--- config.mk ---
export PLATFORM = sky130hd
export DESIGN_NAME = fetch_unit
export DESIGN_NICKNAME = d
export VERILOG_FILES = /design/src/rtl/fetch_unit.sv
export SDC_FILE = /design/constraint.sdc
export NUM_CORES = 1
export LEC_CHECK = 0
export CORE_MARGIN = 3
export CORE_UTILIZATION = 50
export CTS_BUF_LIST = sky130_fd_sc_hd__clkbuf_16
export CTS_CLUSTER_SIZE = 8
export DETAILED_ROUTE_END_ITERATION = 16
export GPL_ROUTABILITY_DRIVEN = 0
export PLACE_DENSITY_LB_ADDON = 0.15
export RECOVER_POWER = 50
export SYNTH_ARGS = -nofsm -noshare
export SYNTH_HDL_FRONTEND = slang
export SYNTH_SLANG_ARGS = --single-unit
--- constraint.sdc ---
create_clock -name clk -period 7.55 [get_ports clk]
set_clock_uncertainty 0.05 [all_clocks]
set_input_delay 1.51 -clock clk [delete_from_list [all_inputs] [get_ports clk]]
set_output_delay 1.51 -clock clk [all_outputs]
set_load 0.005 [all_outputs]
--- src/rtl/fetch_unit.sv ---
// fetch_unit: instruction-fetch stage in front of the fetch/decode register.
// Keeps the fetch PC and allows a single outstanding imem request.
// Buffers returned words in an output slot plus one skid entry.
// Optional macro FETCH_MISALIGN_CHECK_EN: misaligned PCs are not fetched.
// Instead the slot presents a 32'h0000_0013 word flagged on fetch_o_misalign.
module fetch_unit #(
   parameter logic [63:0] RESET_PC = 64'h0000_0000_8000_0000
) (
   input  logic         clk,
   input  logic         rst,
   output logic         imem_req_valid,
   output logic [63:0]  imem_req_addr,
   input  logic         imem_req_ready,
   input  logic         imem_resp_valid,
   input  logic [31:0]  imem_resp_data,
   input  logic         redirect_valid,
   input  logic [63:0]  redirect_pc,
   input  logic         fetch_stall,
   output logic         fetch_o_valid,
   output logic [63:0]  fetch_o_pc,
   output logic [31:0]  fetch_o_instr,
`ifdef FETCH_MISALIGN_CHECK_EN
   output logic         fetch_o_misalign,
`endif
   output logic [160:0] fetch_o_commit_info
);

   typedef enum logic [1:0] {
      ST_REQ  = 2'd0,
      ST_WAIT = 2'd1,
      ST_FULL = 2'd2,
      ST_DROP = 2'd3
   } state_t;

   state_t      state, state_n;
   logic [63:0] pc, pc_n;
   logic        slot_valid, slot_valid_n;
   logic [63:0] slot_pc, slot_pc_n;
   logic [31:0] slot_instr, slot_instr_n;
   logic        skid_valid, skid_valid_n;
   logic [63:0] skid_pc, skid_pc_n;
   logic [31:0] skid_instr, skid_instr_n;
   logic        handshake;
   logic [63:0] pc_plus4;

`ifdef FETCH_MISALIGN_CHECK_EN
   logic        slot_misalign, slot_misalign_n;
   logic        misalign_done, misalign_done_n;
   logic        misaligned;

   assign misaligned       = (pc[1:0] != 2'b00);
   assign imem_req_valid   = rst && (state == ST_REQ) && !misaligned;
   assign imem_req_addr    = pc;
   assign fetch_o_misalign = slot_misalign;
`else
   assign imem_req_valid   = rst && (state == ST_REQ);
   assign imem_req_addr    = {pc[63:2], 2'b00};
`endif

   assign handshake = imem_req_valid && imem_req_ready;
   assign pc_plus4  = pc + 64'd4;

   assign fetch_o_valid       = slot_valid;
   assign fetch_o_pc          = slot_pc;
   assign fetch_o_instr       = slot_instr;
   assign fetch_o_commit_info = slot_valid ? {1'b1, slot_pc, slot_pc + 64'd4, slot_instr} : 161'd0;

   // Next-state and buffer update: redirect first, then the per-state fetch flow.
   always_comb begin
      state_n      = state;
      pc_n         = pc;
      slot_valid_n = slot_valid;
      slot_pc_n    = slot_pc;
      slot_instr_n = slot_instr;
      skid_valid_n = skid_valid;
      skid_pc_n    = skid_pc;
      skid_instr_n = skid_instr;
`ifdef FETCH_MISALIGN_CHECK_EN
      slot_misalign_n = slot_misalign;
      misalign_done_n = misalign_done;
`endif

      if (!fetch_stall) begin
         slot_valid_n = 1'b0;
`ifdef FETCH_MISALIGN_CHECK_EN
         slot_misalign_n = 1'b0;
`endif
      end

      if (redirect_valid) begin
         slot_valid_n = 1'b0;
         skid_valid_n = 1'b0;
         pc_n         = redirect_pc;
`ifdef FETCH_MISALIGN_CHECK_EN
         slot_misalign_n = 1'b0;
         misalign_done_n = 1'b0;
`endif
         if (((state == ST_WAIT) && !imem_resp_valid) ||
             ((state == ST_DROP) && !imem_resp_valid) ||
             ((state == ST_REQ) && handshake)) begin
            state_n = ST_DROP;
         end else begin
            state_n = ST_REQ;
         end
      end else begin
         case (state)
            ST_REQ: begin
               if (handshake) begin
                  state_n = ST_WAIT;
               end
`ifdef FETCH_MISALIGN_CHECK_EN
               else if (misaligned && !misalign_done && (!slot_valid || !fetch_stall)) begin
                  slot_valid_n    = 1'b1;
                  slot_pc_n       = pc;
                  slot_instr_n    = 32'h0000_0013;
                  slot_misalign_n = 1'b1;
                  misalign_done_n = 1'b1;
               end
`endif
            end
            ST_WAIT: begin
               if (imem_resp_valid) begin
                  pc_n = pc_plus4;
                  if (!slot_valid || !fetch_stall) begin
                     slot_valid_n = 1'b1;
                     slot_pc_n    = pc;
                     slot_instr_n = imem_resp_data;
`ifdef FETCH_MISALIGN_CHECK_EN
                     slot_misalign_n = 1'b0;
`endif
                     state_n      = ST_REQ;
                  end else begin
                     skid_valid_n = 1'b1;
                     skid_pc_n    = pc;
                     skid_instr_n = imem_resp_data;
                     state_n      = ST_FULL;
                  end
               end
            end
            ST_FULL: begin
               if (!fetch_stall) begin
                  slot_valid_n = skid_valid;
                  slot_pc_n    = skid_pc;
                  slot_instr_n = skid_instr;
                  skid_valid_n = 1'b0;
                  state_n      = ST_REQ;
               end
            end
            ST_DROP: begin
               if (imem_resp_valid) begin
                  state_n = ST_REQ;
               end
            end
            default: begin
               state_n = ST_REQ;
            end
         endcase
      end
   end

   // State, PC and buffer registers with synchronous active-low reset.
   always_ff @(posedge clk) begin
      if (!rst) begin
         state      <= ST_REQ;
         pc         <= RESET_PC;
         slot_valid <= 1'b0;
         slot_pc    <= 64'd0;
         slot_instr <= 32'd0;
         skid_valid <= 1'b0;
         skid_pc    <= 64'd0;
         skid_instr <= 32'd0;
`ifdef FETCH_MISALIGN_CHECK_EN
         slot_misalign <= 1'b0;
         misalign_done <= 1'b0;
`endif
      end else begin
         state      <= state_n;
         pc         <= pc_n;
         slot_valid <= slot_valid_n;
         slot_pc    <= slot_pc_n;
         slot_instr <= slot_instr_n;
         skid_valid <= skid_valid_n;
         skid_pc    <= skid_pc_n;
         skid_instr <= skid_instr_n;
`ifdef FETCH_MISALIGN_CHECK_EN
         slot_misalign <= slot_misalign_n;
         misalign_done <= misalign_done_n;
`endif
      end
   end

endmodule

==> impl_metrics.ini, run 1 <==
[worst_setup_path]
cp_top_family = compound AO/OA/AOI/OAI gates
cpPeakStageDelay_ns = 2.62
cp_cell_sequence = buf_2 > clkbuf_1 > inv_1 > o2111a_1 > o211ai_1 > o211a_1
critPathCaptureType = flop
path_max_fanout = 96
critPathSlowestCell = o2111a_1
critical_path_class = in -> reg
critPathRequiredTime_ns = 7.88
worstPathArrival_ns = 6.69
critPathLaunchType = input pin
worstPathBufferInverterCount = 3

[routing]
post_drt_wl_per_cell_microns = 19.9
route.met3.wl_microns = 3930
ant_nets = 0
vias = 14600
top_layer_used = met4
drt_wl_total_microns = 49500
wl_met1_microns = 21500
route.detailed.drc = 0
met2_length_microns = 22500
drt-initial-drc-count = 1316
drt-pass1-iter-count = 5
avgViaCountPerCell = 5.86

[floorplan]
die_h_microns = 178
core.rowCount = 62
fp.dieW_microns = 178
die_area_sq_um = 31600
core_sq_um = 28900
initial_core_util_pct = 51.0
ios = 425

[grt]
globalRouteOverflowTotal = 0
grt_pass1_wl_microns = 74700
grt_max_degree = 117
gr-usage-all-layers_pct = 29.6
antenna_found_initial = 0
grt_pass1_vias = 13300

[timing]
holdWs_ns = 0.415
rsz0062_at_grt = no
max-slew-margin-rel_pct = -135
setup_viol = 0
clock.fmax_mhz = 157
hold_viol_final = 0
fin_setup_tns_ns = 0
min_period_ns = 6.35
fin_crit_sh_pct = 84.2
worst_pin_slew_ns = 3.52
drv_slew = 488

[run_status]
violations = capacitance limit, slew limit
status = finished, violations left

[yosys]
synthTopCellsByCount = 357 x nand2_1, 260 x dfxtp_1, 134 x clkbuf_1
ys_ff_latch = 260
synth_edf_count = 0
syn_area_sq_um = 14800
ys_top_cells_by_area = dfxtp_1 35%, nand2_1 9.1%, o211a_1 7.5%
netlist.area_leader.share_pct = 35.2
avgSynthCellArea_sq_um = 8.02
yosys.area.top_type = dfxtp_1
synth-async-reset-ratio_pct = 0
synth_most_common_cell = nand2_1
synth-seq-area-share_pct = 35.2
synthFlopType = dfxtp_1
yosys.cell_types.count = 51
syn_inst = 1841
ys_warn_count = 0

[cts]
root_buffer = clkbuf_16
cts_sinks = 260
cts_tree = built
cts_hold_buffers = 0
cts_setup_buffers = 0
cts_buffers = 38
clk_latency_ns = 0.51
cts_resized = 0
cts.htree.levels = 2
cts.reportedPaths.clkPinSlew_ns = 0.05
clk_path_buf_depth = 3

[final_layout]
seq_area_sq_um = 5210
fin_cells = 2486
areaGrowthSynthToFinish_pct = 32.4
drive_above_1_share_pct = 3.19
antenna_cells = 0
multiInputGateArea_sq_um = 8430
nFillCells = 2437
final_net_count = 2208

[worst_hold_path]
hp-class = reg -> reg

[placed_design]
dp.cells = 2444
hpwl_microns = 35200
portBuffers = 422

[power_and_ir_drop]
power-per-cell-area_nw_per_um2 = 190
leakagePower_uw = 0.00785
ir_worst_vdd_v = 0.000188

[flow_run]
maxCapViolations = 6
-- tightest hold or removal path: stages (launching register included) --
cell      delay [ns]
dfxtp_1         0.30
nand2_1         0.05
a21boi_0        0.06
-- power by group --
part	switching (uW)	total (uW)	internal (uW)
logic	261	563	302
registers	153	1610	1460
clock network	572	1550	978
-- per-stage QoR --
stage / util [%] / instance area, sq um / power [uW] / worst slack [ns]
final: 67.6 / 19600 / 3720 / 1.20
after global routing: 67.6 / 19600 / 3850 / 0.909
after CTS: 67.7 / 19600 / 3760 / 1.90
after detailed placement: 64.1 / 18500 / 2220 / 2.43
after global placement: 64.1 / 18500 / 2210 / 2.52
after floorplan: - / 14800 / 1890 / 3.39
-- placed cells by master, fill, tap and decap left out, types with 3 or more instances in the layout --
| master | count |
|---|---|
| a21boi_0 | 97 |
| and3_1 | 17 |
| clkdlybuf4s50_1 | 261 |
| and2_1 | 98 |
| ha_1 | 5 |
| xnor2_1 | 33 |
| clkbuf_1 | 4 |
| and4_1 | 19 |
| o31ai_1 | 26 |
| o211a_1 | 110 |
| and2_0 | 3 |
| a21oi_1 | 43 |
| nor3_1 | 22 |
| nand4_1 | 49 |
| buf_4 | 6 |
| nand2b_1 | 11 |
| a211oi_1 | 4 |
| nand4_2 | 3 |
| nor2_1 | 60 |
| or4_1 | 36 |
| xor2_1 | 30 |
| nor4_1 | 19 |
| o21ai_0 | 73 |
| mux2i_1 | 93 |
| nor3b_1 | 3 |
| o211ai_1 | 7 |
| or3_1 | 26 |
| nor2b_1 | 4 |
| a31oi_1 | 22 |
| nand3_1 | 49 |
| dlygate4sd3_1 | 159 |
| nand2_1 | 357 |
| inv_1 | 23 |
| clkbuf_16 | 41 |
| dfxtp_1 | 259 |
-- registers in the layout, summed over array words and instances (netlist names) --
signal / count
fetch_o_pc: 64
pc: 64
skid_pc: 64
fetch_o_instr: 32
skid_instr: 32
state: 2
fetch_o_valid: 1
skid_valid: 1
-- kinds of logic (layout without fill, tap and decap cells) --
family,after synthesis,after routing,share of synthesized area (%)
simple gates,785,785,26.5
xor+xnor,63,63,3.74
compound gates,393,393,19.8
other cells,1,2,0.0254
flops,260,260,35.2
fa+ha+maj,6,6,0.508
buf+inv,239,499,7.82
mux,94,94,6.38
-- final timing paths --
| path | from | to | slack, ns | cells past startpoint |
|---|---|---|---|---|
| max | redirect_valid | fetch_o_pc[21] | 1.20 | 6 |
| min | skid_pc[49] | skid_pc[49] | 0.41 | 2 |
| max reg2reg | state[0] | fetch_o_pc[21] | 2.50 | 6 |
| min reg2reg | skid_pc[49] | skid_pc[49] | 0.41 | 2 |
-- metal layers --
metal | vias up | track usage [%]
met4 | 0 | 9.91
met3 | 104 | 4.86
met2 | 667 | 46.3
li1 | 6932 | -
met5 | - | 0
met1 | 6871 | 41.5
-- cell type report --
cell class | instances | share of cell area (%)
clock buffer | 41 | 5.25
sequential | 260 | 26.6
clock inverter | 1 | 0.154
timing repair buffer | 433 | 22.0
tap | 384 | 2.46
multi-input combinational | 1343 | 43.1
inverter | 24 | 0.461
Power figures use the tool's default switching activity.
==> run 2, diff against run 1 <==
--- a/config.mk
+++ b/config.mk
@@ -6,7 +6,7 @@
 export NUM_CORES = 1
 export LEC_CHECK = 0
 export CORE_MARGIN = 3
-export CORE_UTILIZATION = 50
+export CORE_UTILIZATION = 49
 export CTS_BUF_LIST = sky130_fd_sc_hd__clkbuf_16
 export CTS_CLUSTER_SIZE = 8
 export DETAILED_ROUTE_END_ITERATION = 16
==> constraint.sdc (replaced) <==
create_clock -name clk -period 6 [get_ports clk]
set_clock_uncertainty 0.05 [all_clocks]
set_input_delay 1.2 -clock clk [delete_from_list [all_inputs] [get_ports clk]]
set_output_delay 1.2 -clock clk [all_outputs]
set_load 0.005 [all_outputs]
==> run 2 against run 1 <==
The run still ends with capacitance limit, slew limit left. Largest power group unchanged. First-iteration DRC count shrank 0.23%. Combinational power is 26% higher. Design area is 0.16% lower. Routed wire length is 0.94% higher. Critical path type is now reg -> out. Clock-buffer cell count decreased by 2. Sequential power up 26%. Worst setup slack lost 0.57 ns. Die area up 2.0%. Clock power rose by 22%. Final cell count stayed put. Core utilization shrank 0.65 points. Critical path depth stayed put.
==> impl_metrics.ini, run 2 (synthesized netlist as in run 1, its figures left out) <==
[routing]
route.detailed.drc = 0
avgViaCountPerCell = 5.88
ant_nets = 0
drt-initial-drc-count = 1313
drt_wl_total_microns = 50000
post_drt_wl_per_cell_microns = 20.1
vias = 14600
drt-pass1-iter-count = 5

[cts]
clk_latency_ns = 0.50
cts_hold_buffers = 0
cts_setup_buffers = 0
cts.reportedPaths.clkPinSlew_ns = 0.05
cts_tree = built
cts_sinks = 260
root_buffer = clkbuf_16
cts.htree.levels = 2
clk_path_buf_depth = 3
cts_buffers = 38
cts_resized = 0

[grt]
globalRouteOverflowTotal = 0
grt_pass1_vias = 13500
gr-usage-all-layers_pct = 29.3
grt_pass1_wl_microns = 78200
grt_max_degree = 106
antenna_found_initial = 3

[floorplan]
die_h_microns = 180
initial_core_util_pct = 50.6
fp.dieW_microns = 180
ios = 425
core_sq_um = 29200
core.rowCount = 62
die_area_sq_um = 32300

[worst_setup_path]
path_max_fanout = 19
critPathLaunchType = flop
crit_path_start = fetch_o_pc[11]
r2r_start = state[0]
worstPathArrival_ns = 4.12
critPathRequiredTime_ns = 4.75
critPathCaptureType = output port
rrSetupSlack_ns = 1.42
reg2reg_to = fetch_o_pc[21]
critical_path_class = reg -> out
ff2ff_path_depth = 6

[worst_hold_path]
holdPathStages = 2
hold_path.startpoint = skid_pc[35]
holdPathEnd = skid_pc[35]
hp-class = reg -> reg

[timing]
holdWs_ns = 0.413
clock.fmax_mhz = 186
drv_slew = 363
fin_setup_tns_ns = 0
min_period_ns = 5.37
setup_viol = 0
hold_viol_final = 0
worst_pin_slew_ns = 3.88
max-slew-margin-rel_pct = -159
fin_crit_sh_pct = 89.5
rsz0062_at_grt = no

[placed_design]
portBuffers = 422
dp.cells = 2444
hpwl_microns = 35900

[final_layout]
areaGrowthSynthToFinish_pct = 32.2
drive_above_1_share_pct = 3.24
final_net_count = 2208
fin_cells = 2486
final_cell_mix = 357 x nand2_1, 261 x clkdlybuf4s50_1, 259 x dfxtp_1
final_common_cell = nand2_1

[run_status]
status = finished, violations left
violations = capacitance limit, slew limit

[power_and_ir_drop]
power-per-cell-area_nw_per_um2 = 237
leakagePower_uw = 0.00783
ir_worst_vdd_v = 0.000170

[flow_run]
maxCapViolations = 4
## run 2: cell types whose count changed in the layout (fill, tap and decap cells not counted), moves of 2 or more
cell       delta
and2_0        +2
and2_1        -2
clkbuf_1      -2
clkbuf_16     -2
## run 2: layout make-up
class	count	area, sq um
Multi-Input combinational cell	1343	8430
Antenna cell	1	2.50
Inverter	24	90.1
Clock inverter	2	38.8
Sequential cell	260	5210
Timing Repair Buffer	433	4300
Tap cell	384	480
Clock buffer	39	976
Fill cell	2465	9640
## run 2: per-layer routing
layer  vias to the layer above  share of wire (%)  wire (microns)  global-route usage (%)
li1                       6951                  -               -                       -
met1                      6855                 43           21500                    40.5
met2                       709                 45           22600                    47.0
met3                       106                8.5            4230                    4.75
met4                         4                3.3            1630                    9.13
met5                         -              0.054              27                       0
## run 2: worst max-delay path, stage by stage (launching register included)
cell and delay, ns:
dfxtp_1 0.50, nand4_2 0.17, or4_1 0.75, or4_1 0.89, or4_1 0.62, a21oi_1 0.16, clkdlybuf4s50_1 0.53
## run 2: power by group
group          internal (uW)  total, uW  switching (uW)
Combinational            377        707             330
Clock                   1180       1890             714
Sequential              1840       2030             192
Total                   3390       4630            1240
## run 2: how the worst max path moves through the flow
stage,endpoint,slack (ns),cells after the start
2_1_floorplan,fetch_o_commit_info[89],2.15,8
3_3_place_gp,fetch_o_commit_info[91],1.27,6
3_5_place_dp,fetch_o_commit_info[91],1.18,6
4_1_cts,fetch_o_commit_info[91],0.64,6
5_1_grt,pc[49],0.35,6
6_report,fetch_o_commit_info[91],0.63,6
## run 2: per-stage QoR
stage | total power, uW | cell area (sq um) | util, % | setup WS (ns)
6_report | 4630 | 19500 | 66.9 | 0.628
5_1_grt | 4800 | 19500 | 66.9 | 0.349
4_1_cts | 4680 | 19600 | 67.0 | 0.641
3_5_place_dp | 2790 | 18500 | 63.6 | 1.18
3_3_place_gp | 2780 | 18500 | 63.6 | 1.27
2_1_floorplan | 2380 | 14800 | - | 2.15
==> run 3, diff against run 2 <==
--- a/config.mk
+++ b/config.mk
@@ -5,8 +5,9 @@
 export SDC_FILE = /design/constraint.sdc
 export NUM_CORES = 1
 export LEC_CHECK = 0
+export ABC_AREA = 1
 export CORE_MARGIN = 3
-export CORE_UTILIZATION = 49
+export CORE_UTILIZATION = 50
 export CTS_BUF_LIST = sky130_fd_sc_hd__clkbuf_16
 export CTS_CLUSTER_SIZE = 8
 export DETAILED_ROUTE_END_ITERATION = 16
==> run 3 against run 2 <==
The flow still finishes with violations (capacitance limit, slew limit). Critical path type is now in -> reg. Non-clock buffer count increased by 5. Combinational power shrank 4.5%. Global-route usage grew 3.8 points. Via count is 23% higher. Highest routed layer is now met4. Core utilization is 0.19 points lower. Die area increased by 4.1%.
==> impl_metrics.ini, run 3 <==
[grt]
grt_pass1_vias = 16200
antenna_found_initial = 0
grt_max_degree = 104
gr-usage-all-layers_pct = 33.1
grt_pass1_wl_microns = 89300
globalRouteOverflowTotal = 0

[timing]
fin_setup_tns_ns = 0
drv_slew = 193
rsz0062_at_grt = no
fin_crit_sh_pct = 79.1
worst_pin_slew_ns = 2.61
fin_ws_ns = 1.25
setup_viol = 0
min_period_ns = 4.75
hold_viol_final = 0
clock.fmax_mhz = 211
max-slew-margin-rel_pct = -73.8

[routing]
avgViaCountPerCell = 5.57
route.detailed.drc = 0
drt-pass1-iter-count = 6
post_drt_wl_per_cell_microns = 18.2
drt-initial-drc-count = 2225
drt_wl_total_microns = 58400
ant_nets = 0
vias = 17900

[cts]
clk_latency_ns = 0.52
cts_buffers = 38
cts_setup_buffers = 0
cts_sinks = 260
cts_resized = 0
cts_hold_buffers = 0
cts_tree = built
root_buffer = clkbuf_16
clk_path_buf_depth = 3
cts.reportedPaths.clkPinSlew_ns = 0.05
cts.htree.levels = 2

[placed_design]
dp_slack_ns = 1.76
hpwl_microns = 43800
dp.cells = 3170
portBuffers = 422

[worst_setup_path]
reg2reg_to = fetch_o_pc[8]
r2r_start = state[0]
rrSetupSlack_ns = 1.61
worstPathArrival_ns = 5.09
critical_path_class = in -> reg
critPathLaunchType = input pin
ff2ff_path_depth = 9
critPathCaptureType = flop
path_max_fanout = 34
critPathRequiredTime_ns = 6.34
crit_path_start = imem_resp_valid
endpoint = skid_instr[7]

[yosys]
netlist.area_leader.share_pct = 33.1
syn_area_sq_um = 15700
synth_most_common_cell = nand2_1
avgSynthCellArea_sq_um = 6.21
syn_inst = 2531
ys_top_cells_by_area = dfxtp_1 33%, nand2_1 14%, o21ai_0 9.3%
yosys.area.top_type = dfxtp_1
synth-seq-area-share_pct = 33.1
synth-async-reset-ratio_pct = 0
synth_edf_count = 0
ys_warn_count = 0
ys_ff_latch = 260
synthFlopType = dfxtp_1
synthTopCellsByCount = 598 x nand2_1, 316 x nor2_1, 300 x inv_1
yosys.cell_types.count = 40

[worst_hold_path]
hp-class = reg -> reg

[floorplan]
fp.dieW_microns = 183
core_sq_um = 30700
die_h_microns = 183
die_area_sq_um = 33600
initial_core_util_pct = 51.1
core.rowCount = 64
ios = 425

[power_and_ir_drop]
ir_worst_vdd_v = 0.000187
leakagePower_uw = 0.00892
power-per-cell-area_nw_per_um2 = 222
fin_total_pwr_uw = 4560

[final_layout]
final_common_cell = nand2_1
areaGrowthSynthToFinish_pct = 30.7
fin_cells = 3217
final_util_pct = 66.8
drive_above_1_share_pct = 4.04
final_net_count = 2922
final_cell_mix = 598 x nand2_1, 316 x nor2_1, 306 x inv_1

[run_status]
status = finished, violations left
violations = capacitance limit, slew limit

[flow_run]
maxCapViolations = 5
run 3: power by group:
part | switching (uW) | leakage (uW) | internal, uW
Combinational | 373 | 0.00629 | 302
Clock | 729 | 0.000512 | 1140
Sequential | 185 | 0.00212 | 1830
run 3: final cells by class:
cell class              count  area [sq um]
diodes                      2          5.00
clock buffers              39           976
clock inverters             6          27.5
fillers                  2763         10200
inverters                 311          1170
multi-input cells        1765          8320
flip-flops and latches    260          5200
well taps                 396           495
repair buffers            438          4330
run 3: worst max-delay path, cell delays in order:
cell and delay (ns):
dlygate4sd3_1 0.56, nand2_1 0.34, nor3_1 1.78, inv_1 0.52, buf_4 0.44, nor2_1 0.15
nor2_1 0.05
run 3: metal layers:
layer / track usage, % / up-vias / wire length (microns) / share of wire [%]
met3: 5.20 / 161 / 5720 / 9.8
met5: 0 / - / 0 / 0
li1: - / 8616 / - / -
met4: 14.5 / 0 / 2670 / 4.6
met2: 52.6 / 1080 / 26100 / 45
met1: 44.8 / 8073 / 23900 / 41
run 3: through the flow:
| step | instance area [sq um] | hold slack, ns |
|---|---|---|
| after floorplan | 15700 | 0.397 |
| after global placement | 19600 | 0.408 |
| after detailed placement | 19600 | 0.411 |
| after CTS | 20600 | 0.419 |
| after global routing | 20500 | 0.441 |
| final | 20500 | 0.419 |
run 3: cell families (layout without fill, tap and decap cells):
group                      Yosys count  after routing  synth area share [%]
adders and majority gates            6              6                 0.478
other                                1              4                0.0239
AOI/OAI and AO/OA                  570            570                  19.1
and+or+nand+nor                   1141           1141                  30.8
xor gates and xnor gates            46             46                  2.56
buffers and inverters              507            794                  14.0
DFF                                260            260                  33.1
run 3: how the worst min path moves through the flow:
stage | to | depth (start not counted) | start | slack (ns)
finish | fetch_o_instr[12] | 2 | skid_instr[12] | 0.42
detailed placement | fetch_o_pc[16] | 2 | skid_pc[16] | 0.41
floorplan | fetch_o_instr[0] | 2 | skid_instr[0] | 0.40
global placement | fetch_o_instr[27] | 2 | skid_instr[27] | 0.41
global route | fetch_o_pc[16] | 2 | skid_pc[16] | 0.44
CTS | fetch_o_pc[16] | 2 | skid_pc[16] | 0.42
